$ cat src/rtl/rr_req_tracker.sv
// Requester-side tracker for a round-robin arbiter: per-client pending counters,
// request generation, grant retirement, drop/starve reporting and protocol checking.
module rr_req_tracker #(
  parameter int NUM_REQS     = 4,
  parameter int CNT_W        = 3,
  parameter int WAIT_W       = 6,
  parameter int STARVE_LIMIT = 12
) (
  input  logic                clk,
  input  logic                rst,
  input  logic [NUM_REQS-1:0] push_i,
  input  logic [NUM_REQS-1:0] grant_i,
  output logic [NUM_REQS-1:0] req_o,
  output logic [NUM_REQS-1:0] done_o,
  output logic [NUM_REQS-1:0] full_o,
  output logic [NUM_REQS-1:0] drop_o,
  output logic [NUM_REQS-1:0] starve_o,
  output logic                err_o
);

  localparam logic [CNT_W-1:0]  CNT_MAX  = '1;
  localparam logic [WAIT_W-1:0] WAIT_MAX = '1;
  localparam logic [WAIT_W-1:0] STARVE_TH = WAIT_W'(STARVE_LIMIT);

  logic [CNT_W-1:0]    pend_reg [NUM_REQS];
  logic [CNT_W-1:0]    pend_next[NUM_REQS];
  logic [WAIT_W-1:0]   wait_reg [NUM_REQS];
  logic [WAIT_W-1:0]   wait_next[NUM_REQS];
  logic [NUM_REQS-1:0] gacc;
  logic [NUM_REQS-1:0] pacc;
  logic [NUM_REQS-1:0] done_reg;
  logic [NUM_REQS-1:0] drop_reg;
  logic                err_reg;
  logic                err_next;
  logic                stray_grant;
  logic                multi_grant;

  genvar gi;
  generate
    for (gi = 0; gi < NUM_REQS; gi++) begin : g_client
      assign req_o[gi]    = (pend_reg[gi] != '0);
      assign full_o[gi]   = (pend_reg[gi] == CNT_MAX);
      assign starve_o[gi] = (wait_reg[gi] >= STARVE_TH);

      assign gacc[gi] = grant_i[gi] & req_o[gi];
      // A grant frees a slot in the same cycle, so a push while full is kept.
      assign pacc[gi] = push_i[gi] & (~full_o[gi] | gacc[gi]);

      always_comb begin
        pend_next[gi] = pend_reg[gi];
        if (pacc[gi] && !gacc[gi]) begin
          pend_next[gi] = pend_reg[gi] + 1'b1;
        end else if (!pacc[gi] && gacc[gi]) begin
          pend_next[gi] = pend_reg[gi] - 1'b1;
        end
      end

      always_comb begin
        wait_next[gi] = '0;
        if (!gacc[gi] && req_o[gi]) begin
          wait_next[gi] = (wait_reg[gi] == WAIT_MAX) ? WAIT_MAX : wait_reg[gi] + 1'b1;
        end
      end

      always_ff @(posedge clk or negedge rst) begin
        if (!rst) begin
          pend_reg[gi] <= '0;
          wait_reg[gi] <= '0;
        end else begin
          pend_reg[gi] <= pend_next[gi];
          wait_reg[gi] <= wait_next[gi];
        end
      end
    end
  endgenerate

  // Clearing the lowest set bit leaves something only if two or more bits were set.
  assign multi_grant = |(grant_i & (grant_i - NUM_REQS'(1)));
  assign stray_grant = |(grant_i & ~req_o);
  assign err_next    = err_reg | multi_grant | stray_grant;

  always_ff @(posedge clk or negedge rst) begin
    if (!rst) begin
      done_reg <= '0;
      drop_reg <= '0;
      err_reg  <= 1'b0;
    end else begin
      done_reg <= gacc;
      drop_reg <= push_i & ~pacc;
      err_reg  <= err_next;
    end
  end

  assign done_o = done_reg;
  assign drop_o = drop_reg;
  assign err_o  = err_reg;

endmodule

$ cat config.mk
export PLATFORM = sky130hd
export DESIGN_NAME = rr_req_tracker
export DESIGN_NICKNAME = d
export VERILOG_FILES = /design/src/rtl/rr_req_tracker.sv
export SDC_FILE = /design/constraint.sdc
export NUM_CORES = 1
export LEC_CHECK = 0
export BUFFER_PORTS_ARGS = -buffer_cell sky130_fd_sc_hd__buf_4
export CORE_ASPECT_RATIO = 1.25
export CORE_MARGIN = 4
export CORE_UTILIZATION = 25
export CTS_CLUSTER_SIZE = 12
export DETAILED_ROUTE_END_ITERATION = 12
export SLEW_MARGIN = 30
export SYNTH_ARGS = -nofsm -noshare
export SYNTH_HDL_FRONTEND = slang
export SYNTH_SLANG_ARGS = --single-unit
$ cat constraint.sdc
create_clock -name clk -period 2.4 [get_ports clk]
set_clock_uncertainty 0.05 [all_clocks]
set_input_delay 0.36 -clock clk [delete_from_list [all_inputs] [get_ports clk]]
set_output_delay 0.36 -clock clk [all_outputs]
set_load 0.05 [all_outputs]
# After elaboration in Yosys (flattened, before gate mapping)
# Index checks and enable logic that the tools add are counted.
[word_totals]
ff_bits = 45
inputBits = 10
elab_cells = 105
[classes]
add_sub_neg = 13
order_cmp = 4
n_eq_ne = 8
mux = 16
bitwise = 23
reduce_logical = 30
[ops]
columns = ["operator", "count"]
rows = [
  ["$mux 6", 8],
  ["$add 6x1->6 const B", 4],
  ["$eq 6x6->1 const B", 4],
  ["$ge 6x4->1 const B", 4],
  ["$mux 3", 8],
  ["$add 3x1->3 const B", 4],
  ["$and 4x4->4", 3],
  ["$eq 3x3->1 const B", 4],
  ["$logic_and 1x1->1", 12],
  ["$reduce_bool 3->1", 4],
  ["$sub 3x1->3 const B", 4],
  ["$and 1x1->1", 8],
  ["$logic_not 1->1", 8],
  ["$not 4->4", 2],
  ["$reduce_bool 2->1", 4],
  ["$reduce_or 4->1", 2],
  ["$or 1x1->1", 6],
  ["$not 1->1", 4],
  ["$sub 4x1->4 const B", 1],
]

# Logic depth before layout (Yosys ltp)
[depth]
word_depth = 8
depth_mapped = 9
mapped_depth_nobuf = 9

# Least setup slack after synthesis
# OpenSTA, ideal clock, no wires.
[synth_path]
kind = "flip-flop to flip-flop"
start = "register pend_reg[7] (netlist bit)"
end = "register pend_reg[8] (netlist bit)"
setup_time_ps = 79
t_arrival_ps = 1881
t_required_ps = 2271
path_slack_ps = 389
stages_incl_launch_ff = 10
path_buffers = 0
path_cell_list = "dfrtp_1 nor3_2 inv_2 nand2_1 ha_1 inv_1 fa_1 xor2_1 nor2_1 xor2_1"
[synth_via]
elab_chain_len = 7
elab_cells_between_ends = 15
cone_classes = "add/sub (2); eq/ne (1); mux (2); bitwise (4); reduce/logical (6)"
[synth_lines]
columns = ["element", "line_no", "rtl"]
rows = [
  ["from (decl)", "25", "logic [CNT_W-1:0] pend_reg [NUM_REQS];"],
  ["from (signal, indexed assignment)", "70", "pend_reg[gi] <= pend_next[gi];"],
  ["$reduce_bool 3->1 *", "41", "assign req_o[gi] = (pend_reg[gi] != '0);"],
  ["via req_o[1]", "13", "output logic [NUM_REQS-1:0] req_o,"],
  ["$and 1x1->1 *", "45", "assign gacc[gi] = grant_i[gi] & req_o[gi];"],
  ["$or 1x1->1", "47", "assign pacc[gi] = push_i[gi] & (~full_o[gi] | gacc[gi]);"],
  ["$and 1x1->1", "47", ""],
  ["$logic_not 1->1", "53", "end else if (!pacc[gi] && gacc[gi]) begin"],
  ["$logic_and 1x1->1", "53", ""],
  ["$reduce_bool 2->1 (no source line)", "n/a", ""],
]
# The timed path passes the listed nets; every way through them passes the cells marked *. The select of a mux whose other input is x is not followed.
# A chain may end at the register's enable or synchronous reset.

# Final worst setup path
[layout_path]
start = "register pend_reg[4] (netlist bit)"
end = "register pend_reg[5] (netlist bit)"
[layout_via]
elab_chain_len = 7
elab_cells_between_ends = 15
cone_classes = "add/sub (2); eq/ne (1); mux (2); bitwise (4); reduce/logical (6)"
[layout_lines]
columns = ["element", "line_no"]
rows = [
  ["$reduce_bool 3->1 / $eq 3x3->1 (equally long branches)", "41, 42"],
  ["$and 1x1->1 / $not 1->1 (equally long branches)", "45, 47"],
  ["$or 1x1->1", "47"],
  ["$and 1x1->1", "47"],
  ["$logic_not 1->1", "53"],
  ["$logic_and 1x1->1", "53"],
  ["$reduce_bool 2->1 (no source line)", "n/a"],
]
# Parallel ways exist; a longest one is shown, timed or not. The select of a mux whose other input is x is not followed.

==> run_results.csv <==
group,metric,value,unit
placed_design,port-buffer-count,30,
detailed_routing,wl_per_cell,11.57,um
timing,setup_violations,0,
cells_and_area,diodes,0,
synth,ys_seq_area_share,47.54,%
placed_design,place_hpwl,3276,um
setup_path,worst-setup-path-type,"reg2reg",
floorplanning,core,9174,um^2
detailed_routing,firstDrtPassIters,4,
synth,syn_area_per_cell,11.07,um^2
detailed_routing,ant_nets,0,
timing,fin_crit,2.051,ns
clocking,htreeDepth,2,
cells_and_area,finalInstanceArea,2894,um^2
clocking,clock_latency,0.29,ns
clocking,cts_hold_buf,0,
timing,max_freq,487.5,MHz
timing,rsz0062_at_grt,"no",
global_routing,busiest_layer,"met2",
pwr,ir_drop,0.3495,mV
cells_and_area,layout_commonest_cell,"dfrtp_1",
detailed_routing,routed_wl,4338,um
global_routing,track_usage,8.615,%
cells_and_area,area_growth,22.19,%
setup_path,r2r_cells,9,
setup_path,crit_buf_inv,2,
placed_design,post-place-cells,367,
floorplanning,dieArea,11110,um^2
detailed_routing,viasPerCell,4.256,
clocking,clk_path_buf_depth,2,
cells_and_area,instances_no_fill,375,
global_routing,grtUsageMet3,2.877,%
setup_path,crit_family,"adder cells",
floorplanning,row_count,39,
synth,synthTopCellsByArea,"dfrtp_1 48%, ha_1 6.3%, a21oi_2 5.9%",
floorplanning,start_util,25.82,%
setup_path,timing.rr.start,"pend_reg[4]",
synth,netlist_instances,214,
setup_path,r2r_slack,0.35,ns
clocking,path_clk_slew,0.06,ns
clocking,numCtsBuffers,5,
placed_design,post_dp_cell_area,2748,um^2
timing,slew_viol_final,0,
detailed_routing,drc_errors,0,
synth,synth_fp_nets,240,
clocking,post_cts_buffers,0,
synth,yosys_warnings,0,
timing,fin_crit_sh,85.47,%
timing,maxSlewHeadroom,61.57,%
clocking,cts_resized,0,
timing,max_slew.worst_pin.slew,0.5764,ns
clocking,cts_root_buf,"clkbuf_16",
status,outcome,"finished clean",
flow_run,drv_cap,0,
cells_and_area,drive_above_1_share,32.14,%
synth,ys_types,29,
global_routing,grt_pass1_wl,7583,um
detailed_routing,num_vias,1596,
setup_path,critPathLaunchType,"flip-flop",
setup_path,critPathSlowestCell,"dfrtp_1",
setup_path,crit_path_max_fanout,4,
clocking,cts_tree,"yes",
timing,timing.final.hold_violations,0,
setup_path,crit_arrival,2.21,ns
global_routing,grtUsageMet1,10.15,%
synth,synth_top_area_share,47.54,%
global_routing,grtUsageMet2,14.53,%
pwr,power,3.014,mW
setup_path,r2r-end,"pend_reg[5]",
cells_and_area,final_cell_mix,"45 x dfrtp_1, 30 x buf_4, 28 x inv_1",
min_path,hold_class,"in2async",
pwr,powerDensity,1041,nW/um^2
global_routing,grt_overflow,0,
global_routing,grt_pass1_vias,1679,
cells_and_area,nets,277,
synth,synth_top_area_cell,"dfrtp_1",
setup_path,worstSetupEndpointType,"flip-flop",
setup_path,crit_chain,"nor3_2, inv_2, nand2_1, ha_1, inv_1, fa_1, xor2_1, nor2_1, xor2_1",
setup_path,cp_common_cell,"xor2_1",
detailed_routing,first_iter_violations,25,
synth,ys_ff_latch,45,
setup_path,slowest_delay,0.42,ns
placed_design,place_congestion,0.7612,
synth,syn_area,2369,um^2
clocking,cts.sinks,45,
global_routing,antenna_found_initial,0,
floorplanning,fp.dieW,95.06,um
cells_and_area,largest_register_ffs,24,
global_routing,grt_max_degree,46,
floorplanning,num_io_pins,31,
pwr,p_leak,1.272,nW
timing,finalSetupTns,0,ns
setup_path,required,2.56,ns
floorplanning,die-height,116.8,um
## report_power, final
group	internal, mW	switching [mW]
sequential	0.954	0.220
combinational	0.461	0.699
clock	0.387	0.293
## cell usage after synthesis
| library cell | number |
|---|---|
| a211o_1 | 1 |
| o31ai_1 | 1 |
| a211o_2 | 3 |
| a21oi_2 | 16 |
| nor3_2 | 4 |
| ha_1 | 12 |
| nand3_1 | 8 |
| nand3_2 | 4 |
| inv_1 | 28 |
| o21a_1 | 4 |
| o21ai_0 | 1 |
| o41ai_1 | 1 |
| nand2_1 | 12 |
| nand2b_2 | 4 |
| xnor2_1 | 8 |
| nor3b_1 | 12 |
| nor2_1 | 4 |
| fa_1 | 4 |
| or2_4 | 4 |
| xor2_1 | 12 |
| a31oi_1 | 4 |
| inv_2 | 4 |
| nand4_1 | 1 |
| mux2_2 | 4 |
| nor3_1 | 4 |
| a21oi_1 | 1 |
| dfrtp_1 | 45 |
| nor4_1 | 4 |
| o21ai_1 | 4 |
## cell families (layout without fill, tap and decap cells)
logic type	Yosys count	count (layout)	share of synthesized area (%)
adder cells (fa/ha/maj)	16	16	9.720
buffers and inverters	32	70	5.071
flip-flops	45	45	47.54
AND/OR/NAND/NOR	61	61	16.53
multiplexers	4	4	1.902
AO/OA/AOI/OAI	36	36	11.83
XOR/XNOR	20	20	7.396
## how the worst max path moves through the flow
stage / startpoint / end / cells after the start
after floorplan: pend_reg[7] / pend_reg[8] / 9
after global placement: pend_reg[4] / pend_reg[5] / 9
after detailed placement: pend_reg[4] / pend_reg[5] / 9
after CTS: pend_reg[4] / pend_reg[5] / 9
after global routing: pend_reg[4] / pend_reg[5] / 9
final: pend_reg[4] / pend_reg[5] / 9
## metal layers
| layer | vias to the layer above | wire [um] | share of wire (%) |
|---|---|---|---|
| met3 | 2 | 233 | 5.4 |
| li1 | 792 | - | - |
| met1 | 775 | 1971 | 45 |
| met5 | - | 0 | 0 |
| met4 | 0 | 23 | 0.53 |
| met2 | 27 | 2110 | 49 |
## worst reg2reg max path, cell delays in order (launching register included)
cell	delay, ns
dfrtp_1	0.42
nor3_2	0.29
inv_2	0.09
nand2_1	0.10
ha_1	0.19
inv_1	0.06
fa_1	0.38
xor2_1	0.15
nor2_1	0.11
xor2_1	0.15
## metrics by stage
stage          setup WS (ns)  hold slack, ns  utilization [%]
3_5_place_dp          0.3425          0.3603            29.95
3_3_place_gp          0.3634          0.3575            29.95
2_1_floorplan         0.3895         0.01441                -
4_1_cts               0.3143         0.04750            31.55
5_1_grt               0.1955         0.08156            31.55
6_report              0.3488         0.02449            31.55
## cell type report
| cell class | count | area [um^2] |
|---|---|---|
| clock inverter | 3 | 21.27 |
| sequential | 45 | 1126 |
| multi-input combinational | 137 | 1122 |
| inverter | 32 | 120.1 |
| timing repair buffer | 30 | 225.2 |
| fill | 964 | 6280 |
| tap | 123 | 153.9 |
| clock buffer | 5 | 125.1 |
Power figures use the tool's default switching activity.
